$ cat src/rtl/sram_2147_arb_ctl.sv
// Two-port round-robin arbiter and access sequencer for a bank of 4K x 1 SRAM chips.
// Optional parity chip enabled by defining SRAM_2147_ARB_CTL_PARITY_EN.
module sram_2147_arb_ctl #(
  parameter int unsigned DATA_WIDTH    = 32,
  parameter int unsigned ACCESS_CYCLES = 2,
`ifdef SRAM_2147_ARB_CTL_PARITY_EN
  localparam int unsigned MemWidth     = DATA_WIDTH + 1
`else
  localparam int unsigned MemWidth     = DATA_WIDTH
`endif
) (
  input  logic                  clk_i,
  input  logic                  reset_i,
  input  logic                  a_req_i,
  input  logic                  a_we_i,
  input  logic [11:0]           a_addr_i,
  input  logic [DATA_WIDTH-1:0] a_wdata_i,
  output logic                  a_ack_o,
  output logic [DATA_WIDTH-1:0] a_rdata_o,
  output logic                  a_perr_o,
  input  logic                  b_req_i,
  input  logic                  b_we_i,
  input  logic [11:0]           b_addr_i,
  input  logic [DATA_WIDTH-1:0] b_wdata_i,
  output logic                  b_ack_o,
  output logic [DATA_WIDTH-1:0] b_rdata_o,
  output logic                  b_perr_o,
  output logic [11:0]           sram_addr_o,
  output logic                  sram_ce_n_o,
  output logic                  sram_we_n_o,
  output logic [MemWidth-1:0]   sram_di_o,
  input  logic [MemWidth-1:0]   sram_do_i
);

  typedef enum logic [1:0] {StIdle, StSetup, StAccess, StRecover} state_e;

  state_e                state_q;
  logic                  sel_q;   // 1: port B owns the current access
  logic                  last_q;  // 1: port B was granted last
  logic                  we_q;
  logic [3:0]            cnt_q;
  logic                  ce_n_q, we_n_q;
  logic [11:0]           addr_q;
  logic [MemWidth-1:0]   di_q;
  logic                  a_ack_q, b_ack_q;
  logic [DATA_WIDTH-1:0] a_rdata_q, b_rdata_q;

  logic                  grant_b;
  logic [DATA_WIDTH-1:0] wdata_sel;
  logic [MemWidth-1:0]   di_d;

  always_comb begin
    grant_b   = b_req_i & (~a_req_i | ~last_q);
    wdata_sel = grant_b ? b_wdata_i : a_wdata_i;
`ifdef SRAM_2147_ARB_CTL_PARITY_EN
    di_d      = {~^wdata_sel, wdata_sel};
`else
    di_d      = wdata_sel;
`endif
  end

  always_ff @(posedge clk_i) begin
    if (reset_i) begin
      state_q   <= StIdle;
      sel_q     <= 1'b0;
      last_q    <= 1'b1;
      we_q      <= 1'b0;
      cnt_q     <= 4'd0;
      ce_n_q    <= 1'b1;
      we_n_q    <= 1'b1;
      addr_q    <= 12'd0;
      di_q      <= '0;
      a_ack_q   <= 1'b0;
      b_ack_q   <= 1'b0;
      a_rdata_q <= '0;
      b_rdata_q <= '0;
    end else begin
      a_ack_q <= 1'b0;
      b_ack_q <= 1'b0;
      unique case (state_q)
        StIdle: begin
          if (a_req_i | b_req_i) begin
            sel_q   <= grant_b;
            last_q  <= grant_b;
            we_q    <= grant_b ? b_we_i : a_we_i;
            addr_q  <= grant_b ? b_addr_i : a_addr_i;
            di_q    <= di_d;
            state_q <= StSetup;
          end
        end
        StSetup: begin
          ce_n_q  <= 1'b0;
          we_n_q  <= ~we_q;
          cnt_q   <= 4'(ACCESS_CYCLES - 1);
          state_q <= StAccess;
        end
        StAccess: begin
          if (cnt_q == 4'd0) begin
            ce_n_q  <= 1'b1;
            we_n_q  <= 1'b1;
            state_q <= StRecover;
            if (sel_q) b_ack_q <= 1'b1;
            else       a_ack_q <= 1'b1;
            if (!we_q) begin
              if (sel_q) b_rdata_q <= sram_do_i[DATA_WIDTH-1:0];
              else       a_rdata_q <= sram_do_i[DATA_WIDTH-1:0];
            end
          end else begin
            cnt_q <= cnt_q - 4'd1;
          end
        end
        StRecover: state_q <= StIdle;
        default:   state_q <= StIdle;
      endcase
    end
  end

`ifdef SRAM_2147_ARB_CTL_PARITY_EN
  logic a_perr_q, b_perr_q;

  // Odd parity across all stored bits: an even XOR means a flipped bit.
  always_ff @(posedge clk_i) begin
    if (reset_i) begin
      a_perr_q <= 1'b0;
      b_perr_q <= 1'b0;
    end else if (state_q == StAccess && cnt_q == 4'd0) begin
      if (sel_q) b_perr_q <= ~we_q & ~(^sram_do_i);
      else       a_perr_q <= ~we_q & ~(^sram_do_i);
    end
  end

  assign a_perr_o = a_perr_q;
  assign b_perr_o = b_perr_q;
`else
  assign a_perr_o = 1'b0;
  assign b_perr_o = 1'b0;
`endif

  assign a_ack_o     = a_ack_q;
  assign b_ack_o     = b_ack_q;
  assign a_rdata_o   = a_rdata_q;
  assign b_rdata_o   = b_rdata_q;
  assign sram_addr_o = addr_q;
  assign sram_ce_n_o = ce_n_q;
  assign sram_we_n_o = we_n_q;
  assign sram_di_o   = di_q;

endmodule

$ cat config.mk
export PLATFORM = sky130hd
export DESIGN_NAME = sram_2147_arb_ctl
export DESIGN_NICKNAME = d
export VERILOG_FILES = /design/src/rtl/sram_2147_arb_ctl.sv
export SDC_FILE = /design/constraint.sdc
export NUM_CORES = 1
export LEC_CHECK = 0
export ABC_AREA = 1
export ABC_CLOCK_PERIOD_IN_PS = 2600
export CAP_MARGIN = 40
export CORE_UTILIZATION = 45
export CTS_BUF_LIST = sky130_fd_sc_hd__clkbuf_8 sky130_fd_sc_hd__clkbuf_16
export CTS_CLUSTER_DIAMETER = 80
export CTS_CLUSTER_SIZE = 24
export DETAILED_ROUTE_END_ITERATION = 7
export GPL_TIMING_DRIVEN = 0
export PLACE_DENSITY = 0.86
export SLEW_MARGIN = 10
export SYNTH_ARGS = -nofsm -noshare
export SYNTH_HDL_FRONTEND = slang
export SYNTH_SLANG_ARGS = --single-unit
export TNS_END_PERCENT = 30
$ cat constraint.sdc
create_clock -name clk_i -period 2.6 [get_ports clk_i]
set_input_delay 0.52 -clock clk_i [delete_from_list [all_inputs] [get_ports clk_i]]
set_output_delay 0.52 -clock clk_i [all_outputs]
set_load 0.01 [all_outputs]
==> results.tsv, run 1 <==
metric	value	unit
root buf cell	clkbuf_16	
Pwr Density	938	nW/um^2
Die Width	111	um
total track usage	26.8	%
Worst Path Max Fanout	10	
largest net degree at the start of global routing	17	
# clock sinks	121	
Max VDD drop	0.480	mV
final setup margin	0.731	ns
Clock Pin Slew Worst Setup and Hold Paths	0.05	ns
post-synthesis register bit count	121	
Num CTS Buffers	17	
Clock Latency Late Sink	0.41	ns
minimum hold slack	0.402	ns
Setup Fix Bufs, Post-CTS	0	
diode count	0	
DRT iter0 DRCs	357	
Final Cycle Share	71.9	%
Worst slew margin	62.3	%
Finished Layout Cells	1182	
initial antenna violation count	0	
DRT antenna net count	0	
LEAKAGE	3.84	nW
drt pass-1 iters	5	
Hold Violations, Final	0	
die area	12200	sq um
final core occ	73.4	%
critical path class	flop to flop	
Setup Slack @ Placement	0.328	ns
dpl cells	1152	
Yosys top cell by area	dfxtp_1	
Final setup viols	0	
Initial Utilization	46.2	%
die height	111	um
sequential area share after synthesis	45.7	%
clk buf depth	2	
via count	5693	
Ys Warns	0	
P&R area growth vs syn	58.8	%
hpwl dp	11600	um
ranking of synthesized cells by area	dfxtp_1 (46%), o21ai_0 (11%), inv_1 (9.6%), nand2_1 (9.1%), nor2_1 (7.3%)	
first-pass GRT wire length	26600	um
htree depth	4	
Critical Path Start Type	flop	
PortBufs	236	
Cell Rows	39	
unrepaired setup endpoints after global routing	no	
core area	11500	sq um
Slew @ Worst Pin	0.563	ns
share of cells above drive strength 1	5.20	%
outcome	completed	
# nets final	1160	
synthesized area	5300	sq um
WL/cell	13.3	um
worst min path class	primary input to flop	
total gr overflow	0	
max-slew violation count	0	
crit end category	flop	
top-area cell type share of the netlist area	45.7	%
vias in the first global route	5460	
post_cts resized	0	
Yosys cell types	23	
Post-Route WL	15700	um
Syn Inst Count	772	
Required @ worst endpoint	2.90	ns
hold_buf cts	0	
CTS tree	yes	
Max Cap Viol	0	
drt via density	4.82	
Arr. time, crit path	2.16	ns
crit path time final	1.87	ns
DR DRC count	0	
Top Ports	240	
filler cell count	903	
Max Clk Rate	535	MHz
Placer Congestion	0.831	
Sum Neg Setup Slack	0	ns
syn avg cell area	6.86	sq um
Layout Skew	0.0112	ns
-- kinds of logic after synthesis --
| family | after synthesis | share of synthesized area (%) |
|---|---|---|
| AO/OA/AOI/OAI | 178 | 16.9 |
| other | 1 | 0.0708 |
| adder cells (fa/ha/maj) | 6 | 1.42 |
| AND/OR/NAND/NOR | 281 | 21.4 |
| buffers and inverters | 185 | 14.4 |
| flip-flops | 121 | 45.7 |
-- final timing paths --
path / end / slack (ns) / from / depth (start not counted)
max: a_rdata_o[12] / 0.73 / state_q[0] / 9
max reg2reg: a_rdata_o[12] / 0.73 / state_q[0] / 9
min: sel_q / 0.40 / reset_i / 2
min reg2reg: sram_ce_n_o / 0.47 / sram_ce_n_o / 2
-- synth_stat cells, drive strengths merged --
| master | count |
|---|---|
| or2 | 2 |
| o21ai | 124 |
| nand3 | 7 |
| conb | 1 |
| ha | 6 |
| nand4 | 2 |
| buf | 24 |
| inv | 135 |
| dfxtp | 121 |
| nor2 | 104 |
| clkbuf | 26 |
| a21oi | 53 |
| o211ai | 1 |
| nand2 | 131 |
| nor3 | 35 |
-- per-stage QoR --
stage	cell area, sq um	total power, mW
after global routing	8420	8.39
after global placement	7840	5.58
after CTS	8420	7.94
after floorplan	5300	4.14
after detailed placement	7840	5.64
final	8420	7.89
-- cells in the final DEF (no fill, tap or decap) --
| master | instances |
|---|---|
| clkdlybuf4s50_1 | 236 |
| inv_1 | 138 |
| nand2_1 | 129 |
| o21ai_0 | 121 |
| dfxtp_1 | 121 |
| nor2_1 | 103 |
| a21oi_1 | 52 |
| nor3_1 | 34 |
| clkbuf_1 | 26 |
| clkbuf_16 | 17 |
| buf_2 | 11 |
| nand3_1 | 7 |
| buf_6 | 6 |
| ha_1 | 6 |
| buf_1 | 4 |
| o21ai_1 | 3 |
| buf_4 | 3 |
| clkbuf_8 | 3 |
| nand2_2 | 2 |
| or2_2 | 2 |
| nand4_1 | 2 |
| conb_1 | 2 |
| clkinvlp_4 | 2 |
| bufinv_16 | 2 |
| clkinv_2 | 2 |
| a21oi_2 | 1 |
| nor2_2 | 1 |
| nor3_4 | 1 |
| o211ai_1 | 1 |
| clkinv_4 | 1 |
-- critical path: stages, from the launching register on --
cell	delay (ns)
dfxtp_1	0.31
inv_1	0.12
ha_1	0.17
buf_4	0.15
nand2_2	0.07
nor3_4	0.49
buf_6	0.22
nand2_1	0.07
nand2_1	0.09
nor2_1	0.06
-- registers in the layout, indices dropped and copies added, names as in the netlist --
| name | flops |
|---|---|
| b_ack_o | 1 |
| sram_we_n_o | 1 |
| state_q | 2 |
| we_q | 1 |
| a_rdata_o | 32 |
| last_q | 1 |
| sram_ce_n_o | 1 |
| sel_q | 1 |
| a_ack_o | 1 |
| sram_di_o | 32 |
| cnt_q | 4 |
| b_rdata_o | 32 |
| sram_addr_o | 12 |
-- layer usage --
layer  GRT usage (%)  vias up  share of wire, %
li1                -     2893                 -
met1            31.4     2544                41
met2            45.8      235                49
met3            9.11       21               8.7
met4            8.27        0               1.8
met5               0        -                 0
-- report_power, final --
| part | total [mW] | internal, mW | switching [mW] | leakage [nW] |
|---|---|---|---|---|
| Clock | 2.27 | 1.46 | 0.807 | 0.288 |
| Sequential | 2.63 | 2.36 | 0.273 | 0.990 |
| Combinational | 2.99 | 1.45 | 1.54 | 2.56 |
| Total | 7.89 | 5.27 | 2.62 | 3.84 |
-- area by class of cell --
class	count	area [sq um]	area share, %
Sequential cell	121	2420	28.8
Timing Repair Buffer	236	2360	28.1
Multi-Input combinational cell	467	2120	25.1
Inverter	135	507	6.02
Clock buffer	20	467	5.55
Buffer	50	258	3.06
Tap cell	143	179	2.13
Clock inverter	10	105	1.25
No activity file was read; power rests on OpenSTA's default activity.
==> inputs of run 2 (changes only) <==
--- a/config.mk
+++ b/config.mk
@@ -6,15 +6,15 @@
 export NUM_CORES = 1
 export LEC_CHECK = 0
 export ABC_AREA = 1
-export ABC_CLOCK_PERIOD_IN_PS = 2600
+export ABC_CLOCK_PERIOD_IN_PS = 1550
 export CAP_MARGIN = 40
-export CORE_UTILIZATION = 45
+export CORE_UTILIZATION = 38
 export CTS_BUF_LIST = sky130_fd_sc_hd__clkbuf_8 sky130_fd_sc_hd__clkbuf_16
 export CTS_CLUSTER_DIAMETER = 80
 export CTS_CLUSTER_SIZE = 24
 export DETAILED_ROUTE_END_ITERATION = 7
 export GPL_TIMING_DRIVEN = 0
-export PLACE_DENSITY = 0.86
+export PLACE_DENSITY = 0.77
 export SLEW_MARGIN = 10
 export SYNTH_ARGS = -nofsm -noshare
 export SYNTH_HDL_FRONTEND = slang
==> constraint.sdc (replaced) <==
create_clock -name clk_i -period 1.55 [get_ports clk_i]
set_input_delay 0.31 -clock clk_i [delete_from_list [all_inputs] [get_ports clk_i]]
set_output_delay 0.31 -clock clk_i [all_outputs]
set_load 0.01 [all_outputs]
==> results.tsv, run 2 (synthesis gave the netlist of run 1 again) <==
metric	value	unit	change
first-pass GRT wire length	25700	um	-3.1%
crit path time final	1.57	ns	-0.296 ns
Cell Area, Placed	7890	sq um	+0.53%
M1 WL	6730	um	+5.1%
PortBufs	236		unchanged
clk buf depth	2		unchanged
share of cells above drive strength 1	13.4	%	+8.2 points
Die Width	120	um	+8.7%
Placer Congestion	0.838		+0.77%
final setup margin	-0.0231	ns	-0.754 ns
Arr. time, crit path	1.88	ns	-0.28 ns
failing checks	setup timing		
htree depth	4		unchanged
Critical Path Start Type	flop		
root buf cell	clkbuf_16		
outcome	finished, violations left		
diode count	0		unchanged
die area	14400	sq um	+18%
vias in the first global route	5383		-1.4%
Top Ports	240		unchanged
Max Cap Viol	0		unchanged
Max Clk Rate	636	MHz	+19%
Clock Latency Late Sink	0.41	ns	about the same
hpwl dp	12300	um	+6.0%
DRT iter0 DRCs	290		-19%
drt via density	4.69		-2.6%
die height	120	um	+8.7%
Final setup viols	14		+14
Post-Route WL	17100	um	+9.0%
Setup Slack @ Placement	-0.521	ns	-0.849 ns
WL met2	8430	um	+10%
Worst Path Max Fanout	8		-2
via count	5782		+1.6%
core area	13400	sq um	+17%
unrepaired setup endpoints after global routing	yes		
final core occ	65.7	%	-7.6 points
Clock Pin Slew Worst Setup and Hold Paths	0.05	ns	about the same
Max VDD drop	0.697	mV	+45%
Layout Skew	0.00881	ns	-0.00242 ns
filler cell count	1238		+37%
Sum Neg Setup Slack	-0.171	ns	-0.171 ns
metal3 WL	1520	um	+12%
most frequent cells in the layout	inv_1 (133), clkdlybuf4s50_1 (124), dfxtp_1 (119)		
DR top layer	met4		
DR DRC count	0		unchanged
leading cell type in the layout, fill and taps excluded	inv_1		
DRT antenna net count	0		unchanged
P&R area growth vs syn	66.3	%	
hold_buf cts	0		unchanged
Pwr Density	1510	nW/um^2	+61%
Pwr Total	13.3	mW	+68%
drt pass-1 iters	5		unchanged
Required @ worst endpoint	1.86	ns	-1.04 ns
max-slew violation count	0		unchanged
total gr overflow	0		unchanged
largest net degree at the start of global routing	17		unchanged
# nets final	1178		+1.6%
Final Cycle Share	101	%	+30 points
worst min path class	primary input to flop		
WL/cell	13.9	um	+4.5%
Layout Cell Area excl Fill	8810	sq um	+4.7%
critical path class	flop to flop		
crit end category	flop		
CTS tree	yes		
total track usage	22.8	%	-4.0 points
initial antenna violation count	0		unchanged
Hold Violations, Final	0		unchanged
Initial Utilization	39.5	%	-6.7 points
Num CTS Buffers	17		unchanged
LEAKAGE	4.50	nW	+17%
Cell Rows	42		+7.7%
# clock sinks	121		unchanged
==> run 2: cell count changes in the layout (fill, tap and decap cells not counted), sizes merged <==
| cell | change |
|---|---|
| inv | -2 |
| clkdlybuf4s50 | -112 |
| bufinv | -1 |
| dlygate4sd2 | +112 |
| clkinv | +2 |
| buf | +19 |
| clkbuf | -2 |
| clkinvlp | +1 |
==> run 2: through the flow <==
step	std cells	hold WS, ns
6_report	1232	0.182
5_1_grt	1232	0.185
4_1_cts	1218	0.179
3_5_place_dp	1185	0.457
3_3_place_gp	1185	0.446
2_1_floorplan	773	0.444
==> run 2: worst max-delay path, cell delays in order (launching register included) <==
cell	delay [ns]
dfxtp_2	0.33
inv_4	0.06
ha_4	0.12
buf_6	0.12
nand2_4	0.06
nor3_4	0.27
buf_12	0.20
clkbuf_16	0.15
nand2_1	0.05
nand2_1	0.06
nor2_1	0.04
==> run 2: area by class of cell <==
type / instances / area, sq um / area share (%)
inverter: 135 / 509 / 5.78
multi-input combinational: 467 / 2330 / 26.4
clock inverter: 10 / 81.3 / 0.923
clock buffer: 19 / 453 / 5.14
tap: 176 / 220 / 2.50
timing repair buffer: 254 / 2440 / 27.7
sequential: 121 / 2430 / 27.6
buffer: 50 / 352 / 3.99
==> run 2: repair_timing <==
action                     4_1_cts  5_1_grt
gates cloned                     0        5
buffers inserted                 4        9
pin swaps                        1        6
setup endpoints to repair      219      109
gates resized for setup        135      114
==> run 2: path summary, 6_finish.rpt <==
check | startpoint | endpoint | slack [ns] | cells past startpoint
hold / removal | reset_i | cnt_q[2] | 0.18 | 2
setup reg to reg | state_q[0] | a_rdata_o[7] | -0.02 | 10
setup / recovery | state_q[0] | a_rdata_o[7] | -0.02 | 10
hold reg to reg | sram_ce_n_o | sram_ce_n_o | 0.46 | 2
==> run 2: where the power goes <==
group,switching (mW),internal [mW]
Sequential,0.453,3.97
Combinational,2.86,2.42
Clock,1.35,2.23
Total,4.66,8.62
==> run 2: layer usage <==
metal  vias up  GRT usage [%]
met5         -              0
met4         0           8.36
met3        28           8.84
met2       216           39.4
met1      2603           25.0
li1       2935              -
